File: src/rtl/mini_core_accel_mul_sched.sv
// ============================================================================
//  Module      : mini_core_accel_mul_sched
//  Description : Schedules one core-side multiply request stream onto eight
//                Booth multiplier units. Requests are issued round-robin to
//                free units, results are captured per unit and returned
//                out of order on a single response port, identified by tag.
//  Revision    : 1.0 - initial release
// ============================================================================
`default_nettype none

package mini_core_accel_mul_sched_pkg;
    localparam int unsigned NUM_MUL   = 8;
    localparam int unsigned NUM_WIDTH = 8;

    typedef struct packed {
        logic                   valid;
        logic [NUM_WIDTH-1:0]   multiplicand;
        logic [NUM_WIDTH-1:0]   multiplier;
    } t_core2mul_req_s;

    typedef struct packed {
        logic                   valid;
        logic [2*NUM_WIDTH-1:0] result;
        logic                   busy;
    } t_mul2core_rsp_s;

    typedef t_core2mul_req_s [NUM_MUL-1:0] t_core2mul_req;
    typedef t_mul2core_rsp_s [NUM_MUL-1:0] t_mul2core_rsp;
endpackage

module mini_core_accel_mul_sched
    import mini_core_accel_mul_sched_pkg::*;
#(
    parameter int unsigned TAG_W = 4
) (
    input  logic                 clk,
    input  logic                 rst,
    input  logic                 i_req_valid,
    output logic                 o_req_ready,
    input  logic [7:0]           i_req_multiplicand,
    input  logic [7:0]           i_req_multiplier,
    input  logic [TAG_W-1:0]     i_req_tag,
    output logic                 o_rsp_valid,
    input  logic                 i_rsp_ready,
    output logic [15:0]          o_rsp_result,
    output logic [TAG_W-1:0]     o_rsp_tag,
    output logic [2:0]           o_rsp_unit,
    output t_core2mul_req        o_core2mul,
    input  t_mul2core_rsp        i_mul2core,
    output logic [NUM_MUL-1:0]   o_units_busy,
    output logic                 o_err_unexp_rsp
);

    typedef enum logic [1:0] {
        S_FREE  = 2'd0,
        S_ISSUE = 2'd1,
        S_WAIT  = 2'd2,
        S_DONE  = 2'd3
    } t_unit_state;

    t_unit_state        r_state     [NUM_MUL];
    t_unit_state        w_state_nxt [NUM_MUL];
    logic [TAG_W-1:0]   r_tag       [NUM_MUL];
    logic [15:0]        r_result    [NUM_MUL];
    t_core2mul_req      r_core2mul;
    logic [2:0]         r_issue_ptr;
    logic [2:0]         r_rsp_ptr;
    logic               r_rsp_valid;
    logic [15:0]        r_rsp_result;
    logic [TAG_W-1:0]   r_rsp_tag;
    logic [2:0]         r_rsp_unit;
    logic               r_err;

    logic [NUM_MUL-1:0] w_eligible;
    logic [NUM_MUL-1:0] w_rsp_cand;
    logic               w_issue_found;
    logic [2:0]         w_issue_idx;
    logic               w_rsp_found;
    logic [2:0]         w_rsp_idx;
    logic [2:0]         w_rsp_base;
    logic               w_accept;
    logic               w_pop;
    logic               w_load;
    logic               w_unexp;

    // Eligibility, candidate masks and unexpected-result detection per unit.
    // The unit already sitting in the output register is excluded from the
    // response candidates so it cannot be loaded twice.
    always_comb begin
        w_eligible = '0;
        w_rsp_cand = '0;
        w_unexp    = 1'b0;
        for (int i = 0; i < NUM_MUL; i++) begin
            w_eligible[i] = (r_state[i] == S_FREE) && !i_mul2core[i].busy;
            w_rsp_cand[i] = (r_state[i] == S_DONE) &&
                            !(r_rsp_valid && (r_rsp_unit == 3'(i)));
            if (i_mul2core[i].valid && (r_state[i] != S_WAIT))
                w_unexp = 1'b1;
        end
    end

    // Round-robin searches: issue from r_issue_ptr, response from the unit
    // after the one popping this cycle (or r_rsp_ptr when nothing pops).
    always_comb begin
        w_pop         = r_rsp_valid && i_rsp_ready;
        w_load        = !r_rsp_valid || w_pop;
        w_rsp_base    = w_pop ? (r_rsp_unit + 3'd1) : r_rsp_ptr;
        w_issue_found = 1'b0;
        w_issue_idx   = r_issue_ptr;
        w_rsp_found   = 1'b0;
        w_rsp_idx     = w_rsp_base;
        for (int k = 0; k < NUM_MUL; k++) begin
            if (!w_issue_found && w_eligible[r_issue_ptr + 3'(k)]) begin
                w_issue_found = 1'b1;
                w_issue_idx   = r_issue_ptr + 3'(k);
            end
            if (!w_rsp_found && w_rsp_cand[w_rsp_base + 3'(k)]) begin
                w_rsp_found = 1'b1;
                w_rsp_idx   = w_rsp_base + 3'(k);
            end
        end
        w_accept = i_req_valid && w_issue_found;
    end

    // Per-unit next-state logic: FREE -> ISSUE -> WAIT -> DONE -> FREE.
    always_comb begin
        for (int i = 0; i < NUM_MUL; i++) begin
            w_state_nxt[i] = r_state[i];
            unique case (r_state[i])
                S_FREE:  if (w_accept && (w_issue_idx == 3'(i))) w_state_nxt[i] = S_ISSUE;
                S_ISSUE: w_state_nxt[i] = S_WAIT;
                S_WAIT:  if (i_mul2core[i].valid) w_state_nxt[i] = S_DONE;
                S_DONE:  if (w_pop && (r_rsp_unit == 3'(i))) w_state_nxt[i] = S_FREE;
                default: w_state_nxt[i] = S_FREE;
            endcase
        end
    end

    // Unit state registers.
    always_ff @(posedge clk) begin
        for (int i = 0; i < NUM_MUL; i++) begin
            if (rst) r_state[i] <= S_FREE;
            else     r_state[i] <= w_state_nxt[i];
        end
    end

    // Per-unit tag/result capture and the one-cycle issue pulse to the units.
    always_ff @(posedge clk) begin
        for (int i = 0; i < NUM_MUL; i++) begin
            if (rst) begin
                r_tag[i]      <= '0;
                r_result[i]   <= '0;
                r_core2mul[i] <= '0;
            end else begin
                r_core2mul[i] <= '0;
                if (w_accept && (w_issue_idx == 3'(i))) begin
                    r_tag[i]      <= i_req_tag;
                    r_core2mul[i] <= '{valid: 1'b1,
                                       multiplicand: i_req_multiplicand,
                                       multiplier: i_req_multiplier};
                end
                if ((r_state[i] == S_WAIT) && i_mul2core[i].valid)
                    r_result[i] <= i_mul2core[i].result;
            end
        end
    end

    // Arbitration pointers, single-entry response register and sticky error.
    always_ff @(posedge clk) begin
        if (rst) begin
            r_issue_ptr  <= '0;
            r_rsp_ptr    <= '0;
            r_rsp_valid  <= 1'b0;
            r_rsp_result <= '0;
            r_rsp_tag    <= '0;
            r_rsp_unit   <= '0;
            r_err        <= 1'b0;
        end else begin
            if (w_accept) r_issue_ptr <= w_issue_idx + 3'd1;
            if (w_pop)    r_rsp_ptr   <= r_rsp_unit + 3'd1;
            if (w_load) begin
                r_rsp_valid <= w_rsp_found;
                if (w_rsp_found) begin
                    r_rsp_result <= r_result[w_rsp_idx];
                    r_rsp_tag    <= r_tag[w_rsp_idx];
                    r_rsp_unit   <= w_rsp_idx;
                end
            end
            if (w_unexp) r_err <= 1'b1;
        end
    end

    // Output mapping; busy flags are decoded straight from the state registers.
    always_comb begin
        for (int i = 0; i < NUM_MUL; i++)
            o_units_busy[i] = (r_state[i] != S_FREE);
    end

    assign o_req_ready     = w_issue_found;
    assign o_rsp_valid     = r_rsp_valid;
    assign o_rsp_result    = r_rsp_result;
    assign o_rsp_tag       = r_rsp_tag;
    assign o_rsp_unit      = r_rsp_unit;
    assign o_core2mul      = r_core2mul;
    assign o_err_unexp_rsp = r_err;

endmodule

`default_nettype wire

File: config.mk
export PLATFORM = sky130hd
export DESIGN_NAME = mini_core_accel_mul_sched
export DESIGN_NICKNAME = d
export VERILOG_FILES = /design/src/rtl/mini_core_accel_mul_sched.sv
export SDC_FILE = /design/constraint.sdc
export NUM_CORES = 1
export LEC_CHECK = 0
export ABC_AREA = 0
export BUFFER_PORTS_ARGS = -buffer_cell sky130_fd_sc_hd__buf_4
export CORE_MARGIN = 2
export CORE_UTILIZATION = 50
export CTS_CLUSTER_DIAMETER = 60
export CTS_CLUSTER_SIZE = 14
export DETAILED_ROUTE_END_ITERATION = 16
export GPL_TIMING_DRIVEN = 0
export PLACE_DENSITY_LB_ADDON = 0.05
export SLEW_MARGIN = 20
export SYNTH_ARGS = -nofsm -noshare
export SYNTH_HDL_FRONTEND = slang
export SYNTH_SLANG_ARGS = --single-unit
File: constraint.sdc
create_clock -name clk -period 7.1 [get_ports clk]
set_input_delay 0 -clock clk [delete_from_list [all_inputs] [get_ports clk]]
set_output_delay 0 -clock clk [all_outputs]
set_load 0.01 [all_outputs]
Word-level counts from Yosys, hierarchy flattened
Memories as Yosys holds them, arrays and structs flattened. A register that Yosys moved wholly into a read port is not among the register bits.
Index checks and enable logic that the tools add are counted.
{"block": "totals", "regBits": 147, "latch_bits": 0, "mem_bits_rw": 176, "romBits": 0, "in_bits": 168, "output_inout_bits": 170, "word_cells": 459, "n_memories": 3}
{"memory": "r_result", "depth": 8, "word_bits": 16, "rd": 1, "rd_ports_with_merged_regs": 1, "write_ports": 8, "line": "64", "source": "logic [15:0] r_result [NUM_MUL];"}
{"memory": "r_tag", "depth": 8, "word_bits": 4, "rd": 1, "rd_ports_with_merged_regs": 1, "write_ports": 8, "line": "63", "source": "logic [TAG_W-1:0] r_tag [NUM_MUL];"}
{"memory": "r_state", "depth": 8, "word_bits": 2, "rd": 8, "rd_ports_with_merged_regs": 0, "write_ports": 8, "line": "61", "source": "t_unit_state r_state [NUM_MUL];"}
{"block": "op_classes", "n_addsub": 16, "n_mul": 0, "div_mod_pow": 0, "n_lt_le_gt_ge": 16, "eq_ne": 46, "shifts": 0, "mux": 186, "bitwise_logic": 32, "n_reduce_logical": 131}
{"operator": "2-to-1 mux 17 bit", "count": 8}
{"operator": "2-to-1 mux 16 bit", "count": 8}
{"operator": "2-to-1 mux 1 bit", "count": 91}
{"operator": "logical AND 1 bit", "count": 72}
{"operator": "less-than comparator 3 x 4 -> 1 bit, second input constant", "count": 16}
{"operator": "2-to-1 mux 2 bit", "count": 32}
{"operator": "case mux 2 bit (4 select lines)", "count": 8}
{"operator": "binary-select mux 1 bit (select 3 bit)", "count": 16}
{"operator": "2-to-1 mux 3 bit", "count": 15}
{"operator": "== test 2 bit, second input constant", "count": 16}
{"operator": "2-to-1 mux 4 bit", "count": 8}
{"operator": "zero test 1 bit", "count": 31}
{"operator": "adder 3 bit, second input constant", "count": 8}
{"operator": "== test 3 bit, second input constant", "count": 8}
{"operator": "bitwise OR 1 bit", "count": 24}
{"operator": "== test 2 x 1 -> 1 bit, second input constant", "count": 8}
{"operator": "zero test 2 bit", "count": 8}
{"operator": "inequality test 2 bit, second input constant", "count": 8}
{"operator": "nonzero test 2 bit", "count": 8}
{"operator": "OR reduction 2 bit", "count": 8}
{"operator": "adder 3 x 1 -> 3 bit, second input constant", "count": 4}
{"operator": "adder 3 x 2 -> 3 bit, second input constant", "count": 4}
{"operator": "== test 3 x 2 -> 1 bit, second input constant", "count": 4}
{"operator": "inverter 1 bit", "count": 8}
{"operator": "other kinds (4)", "count": 6}

Logic depth before layout (Yosys ltp)
{"block": "logic_depth", "ltp_word": 32, "ltp_mapped": 22, "ltp_nobuf": 18}

Least setup slack after synthesis
No wires, ideal clock.
{"block": "synth_timing", "path_kind": "register to register", "startpoint": "register r_rsp_unit[0], in the netlist o_rsp_unit[0]", "endpoint": "register r_rsp_result[13], in the netlist o_rsp_result[13], read port of r_result", "setup_time_ps": 136, "arrival_ps": 4783, "t_required_ps": 6964, "setup_slack_ps": 2181, "stages_incl_launch_ff": 21, "n_path_buf": 5, "synth_period_minus_slack_ps": 4919, "cell_sequence": "dfxtp_1 -> inv_1 -> ha_1 -> mux2_2 -> inv_2 -> clkbuf_1 -> ha_1 -> inv_1 -> mux4_2 -> o21ai_0 -> mux4_2 -> or4_1 -> buf_2 -> or3_1 -> clkbuf_1 -> o211a_1 -> buf_6 -> buf_6 -> mux2_1 -> o211ai_1 -> a31oi_1"}
{"block": "synth_between", "elab_chain_cells": 29, "word_cells_on_any_way": 87, "cone_classes": "add/sub: 8; eq/ne: 7; mux: 32; reduce/logical: 40"}
{"element": "from (decl)", "line": "71", "source": "logic [2:0] r_rsp_unit;"}
{"element": "from (signal assigned)", "line": "186", "source": "r_rsp_unit <= w_rsp_idx;"}
{"element": "branches (longest 29 deep; another with adder 3 x 1 -> 3 bit)"}
{"element": "to (decl)", "line": "69", "source": "logic [15:0] r_rsp_result;"}
Parallel ways; which one is timed is not known. The select of a mux whose other input is x is not followed.
A chain may end at the register's enable or synchronous reset.

Final worst setup path
{"block": "layout_timing", "startpoint": "register r_rsp_unit[0], in the netlist o_rsp_unit[0]", "endpoint": "register r_rsp_result[9], in the netlist o_rsp_result[9], read port of r_result"}
The elaborated chain is that of the path after synthesis.

==> report_table.html <==
<table>
<tr><th>Metric</th><th>Value</th></tr>
<tr><th colspan="2">Setup path</th></tr>
<tr><td>Arrival time worst endpoint</td><td>7020 ps</td></tr>
<tr><td>Required time of the critical path</td><td>7480 ps</td></tr>
<tr><td>Critical Path Fanout Max</td><td>10</td></tr>
<tr><td>Worst path bufs/invs</td><td>7</td></tr>
<tr><td>Cell family contributing the most delay on the critical path</td><td>multiplexers</td></tr>
<tr><td>Crit path max-delay cell type</td><td>o211ai_1</td></tr>
<tr><td>Critical path endpoint category</td><td>flip-flop</td></tr>
<tr><td>Cells traversed along the worst timing path</td><td>inv_1 -&gt; ha_1 -&gt; mux2_2 -&gt; inv_2 -&gt; clkbuf_1 -&gt; ha_1 -&gt; inv_1 -&gt; mux4_2 -&gt; o21ai_0 -&gt; mux4_2 -&gt; or4_1 -&gt; buf_2 -&gt; o211ai_1 -&gt; o211a_1 -&gt; buf_6 -&gt; buf_6 -&gt; mux2_1 -&gt; o211ai_1 -&gt; a31oi_1</td></tr>
<tr><td>Startpoint type of the worst setup path</td><td>flip-flop</td></tr>
<tr><td>Worst Path Class, Setup</td><td>flip-flop to flip-flop</td></tr>
<tr><td>Worst stage delay on the critical path</td><td>650 ps</td></tr>
<tr><th colspan="2">Final layout</th></tr>
<tr><td>Final standard cell area without fillers</td><td>22,200 um^2</td></tr>
<tr><td>Commonest non-fill, non-tap cells in the layout</td><td>337 x buf_4, 183 x dfxtp_1, 163 x and2_1</td></tr>
<tr><td>Layout cell share with drive strength beyond 1</td><td>21.2%</td></tr>
<tr><td>Area growth from synthesis to layout</td><td>34.7%</td></tr>
<tr><td>Diode insertion count for antenna repair</td><td>0</td></tr>
<tr><td>Nets</td><td>2,289</td></tr>
<tr><td>Commonest non-fill, non-tap cell in the layout</td><td>buf_4</td></tr>
<tr><th colspan="2">Power and ir drop</th></tr>
<tr><td>Sequential group share of total power</td><td>24.4%</td></tr>
<tr><td>Total power of the final layout</td><td>11.2 mW</td></tr>
<tr><td>Part of the power in combinational logic</td><td>60.0%</td></tr>
<tr><td>Static Leakage</td><td>9.63 nW</td></tr>
<tr><td>Maximum VDD drop</td><td>0.325 mV</td></tr>
<tr><td>Cell internal pwr</td><td>5.96 mW</td></tr>
<tr><td>Part of the power in the clock network</td><td>15.6%</td></tr>
<tr><td>P per Cell Area</td><td>505 nW/um^2</td></tr>
<tr><td>Fraction of power spent switching nets</td><td>46.8%</td></tr>
<tr><td>Net switching power figure</td><td>5.24 mW</td></tr>
<tr><th colspan="2">Floorplanning</th></tr>
<tr><td>Overall die width</td><td>186 um</td></tr>
<tr><td>Total core area</td><td>32,500 um^2</td></tr>
<tr><td>Site row count</td><td>66</td></tr>
<tr><td>Die footprint</td><td>34,400 um^2</td></tr>
<tr><td>Initial Util</td><td>50.8%</td></tr>
<tr><td>Top Ports</td><td>338</td></tr>
<tr><td>Die span in y</td><td>186 um</td></tr>
<tr><th colspan="2">Place</th></tr>
<tr><td>Half-perimeter wire length after detailed placement</td><td>41,300 um</td></tr>
<tr><td>Placed standard-cell area</td><td>19,600 um^2</td></tr>
<tr><td>IO Port Bufs</td><td>336</td></tr>
<tr><td>Routability Congestion</td><td>0.927</td></tr>
<tr><th colspan="2">STA</th></tr>
<tr><td>RSZ-0062 raised after global routing</td><td>no</td></tr>
<tr><td>Fin Setup TNS</td><td>0 ps</td></tr>
<tr><td>Share of the cycle needed by the critical path after routing</td><td>93.4%</td></tr>
<tr><td>Final hold vios</td><td>0</td></tr>
<tr><td>Transition time of the tightest slew-check pin</td><td>1120 ps</td></tr>
<tr><td>Rel. slew slack</td><td>24.9%</td></tr>
<tr><td>Maximum frequency from static timing analysis</td><td>151 MHz</td></tr>
<tr><td>Clock period minus worst slack</td><td>6630 ps</td></tr>
<tr><td>Clock Skew</td><td>20.8 ps</td></tr>
<tr><td>Number of slew-limit violations in the final report</td><td>0</td></tr>
<tr><td>Endpoints failing setup</td><td>0</td></tr>
<tr><th colspan="2">Synthesis</th></tr>
<tr><td>Part of the Yosys area used for sequential elements</td><td>51.4%</td></tr>
<tr><td>Number of nets in the synthesized netlist</td><td>1,762</td></tr>
<tr><td>Number of enable flip-flop cells after synthesis</td><td>160</td></tr>
<tr><td>Commonest register cell after synthesis</td><td>dfxtp_1</td></tr>
<tr><td>Syn Inst Count</td><td>1,546</td></tr>
<tr><td>Share of synthesized flip-flops with an asynchronous set or reset</td><td>0%</td></tr>
<tr><td>Syn avg cell area</td><td>10.7 um^2</td></tr>
<tr><td>Register bit count reported by yosys</td><td>343</td></tr>
<tr><td>Cell variety after synth</td><td>70</td></tr>
<tr><td>Total of warnings raised by yosys</td><td>0</td></tr>
<tr><td>Post-Synthesis Cell Area</td><td>16,500 um^2</td></tr>
<tr><th colspan="2">Clock network</th></tr>
<tr><td>Worst-Skew Late Latency</td><td>540 ps</td></tr>
<tr><td>Count of buffers added by post-CTS timing repair for setup</td><td>0</td></tr>
<tr><td>TritonCTS clock tree</td><td>built</td></tr>
<tr><td>Count of cells resized by post-cts repair</td><td>0</td></tr>
<tr><td>Root Buffer</td><td>clkbuf_16</td></tr>
<tr><td>CTS H-Tree Depth</td><td>2</td></tr>
<tr><td>Clk sinks</td><td>343</td></tr>
<tr><td>Number of CTS-inserted buffers</td><td>34</td></tr>
<tr><td>Max Root-Sink Buffers</td><td>3</td></tr>
<tr><td>Clock input transition at the sequential cells of the worst setup and hold paths</td><td>60 ps</td></tr>
<tr><th colspan="2">Global routing</th></tr>
<tr><td>Maximum number of pins on one net before global-route repair</td><td>17</td></tr>
<tr><td>Wire length of the first global-routing pass</td><td>83,500 um</td></tr>
<tr><td>Vias in the first global route</td><td>14,300</td></tr>
<tr><td>Total congestion overflow after global routing</td><td>0</td></tr>
<tr><td>Overall fraction of global-route tracks in use</td><td>32.0%</td></tr>
<tr><td>Initial antenna violation count</td><td>0</td></tr>
<tr><th colspan="2">Drt</th></tr>
<tr><td>Post-route antenna net violation count</td><td>0</td></tr>
<tr><td>Routed via count divided by cell count</td><td>5.68</td></tr>
<tr><td>Number of design-rule violations left by the first detailed-router iteration</td><td>1,118</td></tr>
<tr><td>First-pass iteration count of the detailed router</td><td>6</td></tr>
<tr><td>Via count</td><td>14,400</td></tr>
<tr><td>Total wirelength of the detailed-routed design</td><td>56,400 um</td></tr>
<tr><td># DRC</td><td>0</td></tr>
<tr><td>Detail-routed net length per standard cell</td><td>22.2 um</td></tr>
<tr><th colspan="2">Worst hold path</th></tr>
<tr><td>Path category of the worst min-delay check</td><td>primary input to flip-flop</td></tr>
<tr><th colspan="2">Outcome</th></tr>
<tr><td>Outcome</td><td>finished clean</td></tr>
<tr><th colspan="2">Flow run</th></tr>
<tr><td>Max-cap check violation count</td><td>0</td></tr>
</table>
==> sequential cells by signal, summed over array words and instances, names as in the netlist <==
register	cells
o_rsp_result	16
r_result	128
o_err_unexp_rsp	1
r_tag	32
o_rsp_tag	4
r_state	16
r_issue_ptr	3
r_rsp_ptr	3
o_core2mul	136
o_rsp_unit	3
o_rsp_valid	1
==> final cells by class <==
| class | count | area, um^2 |
|---|---|---|
| fillers | 2536 | 10300 |
| inverters | 100 | 378 |
| multi-input cells | 979 | 7080 |
| clock inverters | 12 | 133 |
| flip-flops and latches | 343 | 8470 |
| repair buffers | 491 | 4080 |
| plain buffers | 124 | 551 |
| well taps | 442 | 553 |
| clock buffers | 46 | 937 |
==> logic make-up (layout without fill, tap and decap cells) <==
logic type	Yosys count	after routing	synth area share [%]
AO/OA/AOI/OAI	344	344	15.0
XOR/XNOR	6	6	0.319
adder cells (fa/ha/maj)	48	48	3.65
buffers and inverters	224	773	5.64
flip-flops	343	343	51.4
multiplexers	78	78	6.37
AND/OR/NAND/NOR	503	503	17.6
==> power by group through the flow <==
stage                     combinational (mW)  sequential, mW  clock (mW)
after floorplan                         4.27            2.80           0
after global placement                  6.44            2.75           0
after detailed placement                6.55            2.76           0
after CTS                               6.66            2.73        1.76
after global routing                    7.28            2.77        1.84
final                                   6.72            2.73        1.75
==> final timing paths <==
| path | slack (ps) | end | cells after the start | from |
|---|---|---|---|---|
| worst min register to register | 510 | r_state[1][0] | 2 | r_state[1][0] |
| worst min-delay path | 10 | r_state[1][0] | 4 | i_mul2core[89] |
| worst max register to register | 470 | o_rsp_result[9] | 19 | o_rsp_unit[0] |
| worst max-delay path | 470 | o_rsp_result[9] | 19 | o_rsp_unit[0] |
==> stage by stage <==
stage                     utilization [%]  setup slack [ps]  hold WS (ps)  cells
final                                68.3               466          14.0   2537
after global routing                 68.3               314          68.4   2537
after CTS                            68.3               567          3.15   2537
after detailed placement             60.3               584           278   2326
after global placement               60.2               574           263   2324
after floorplan                         -              2180           122   1546
==> cells in the mapped netlist (8+ instances only) <==
cell,n,area (um^2)
mux4_2,17,383
nor2_1,43,161
nand2_1,57,214
mux2_2,11,124
nand2b_1,12,75.1
o2111ai_1,80,701
edfxtp_1,160,4800
dfxtp_1,183,3660
and2_1,163,1020
buf_6,10,113
o211ai_1,50,375
a211oi_1,15,113
nor3_1,19,95.1
mux2_1,34,383
inv_1,96,360
clkbuf_1,103,387
a31oi_1,25,156
o21ai_0,54,270
a21boi_0,9,67.6
nand3_1,18,90.1
a211o_1,8,70.1
or3_1,9,56.3
and3_1,147,920
ha_1,48,601
mux2i_1,16,160
a21oi_1,47,235
==> worst min-delay path: stages <==
cell	delay (ps)
buf_4	90
o21ai_0	150
o21ai_0	190
a21oi_1	60
==> routing by layer <==
metal  track usage, %  wire (um)  share of wire (%)  vias up
li1                 -          -                  -     6724
met1             41.2      22800                 40     6913
met5                0          0                  0        -
met2             53.6      26800                 47      658
met4             11.0       1900                3.4        0
met3             6.93       4900                8.7      103
==> what timing repair did <==
action | 4_1_cts | 5_1_grt
hold buffers | 153 | 0
endpoints found under the hold margin | 294 | 0
endpoints found under the setup margin | 0 | 0
(Power assumes the default switching activity.)
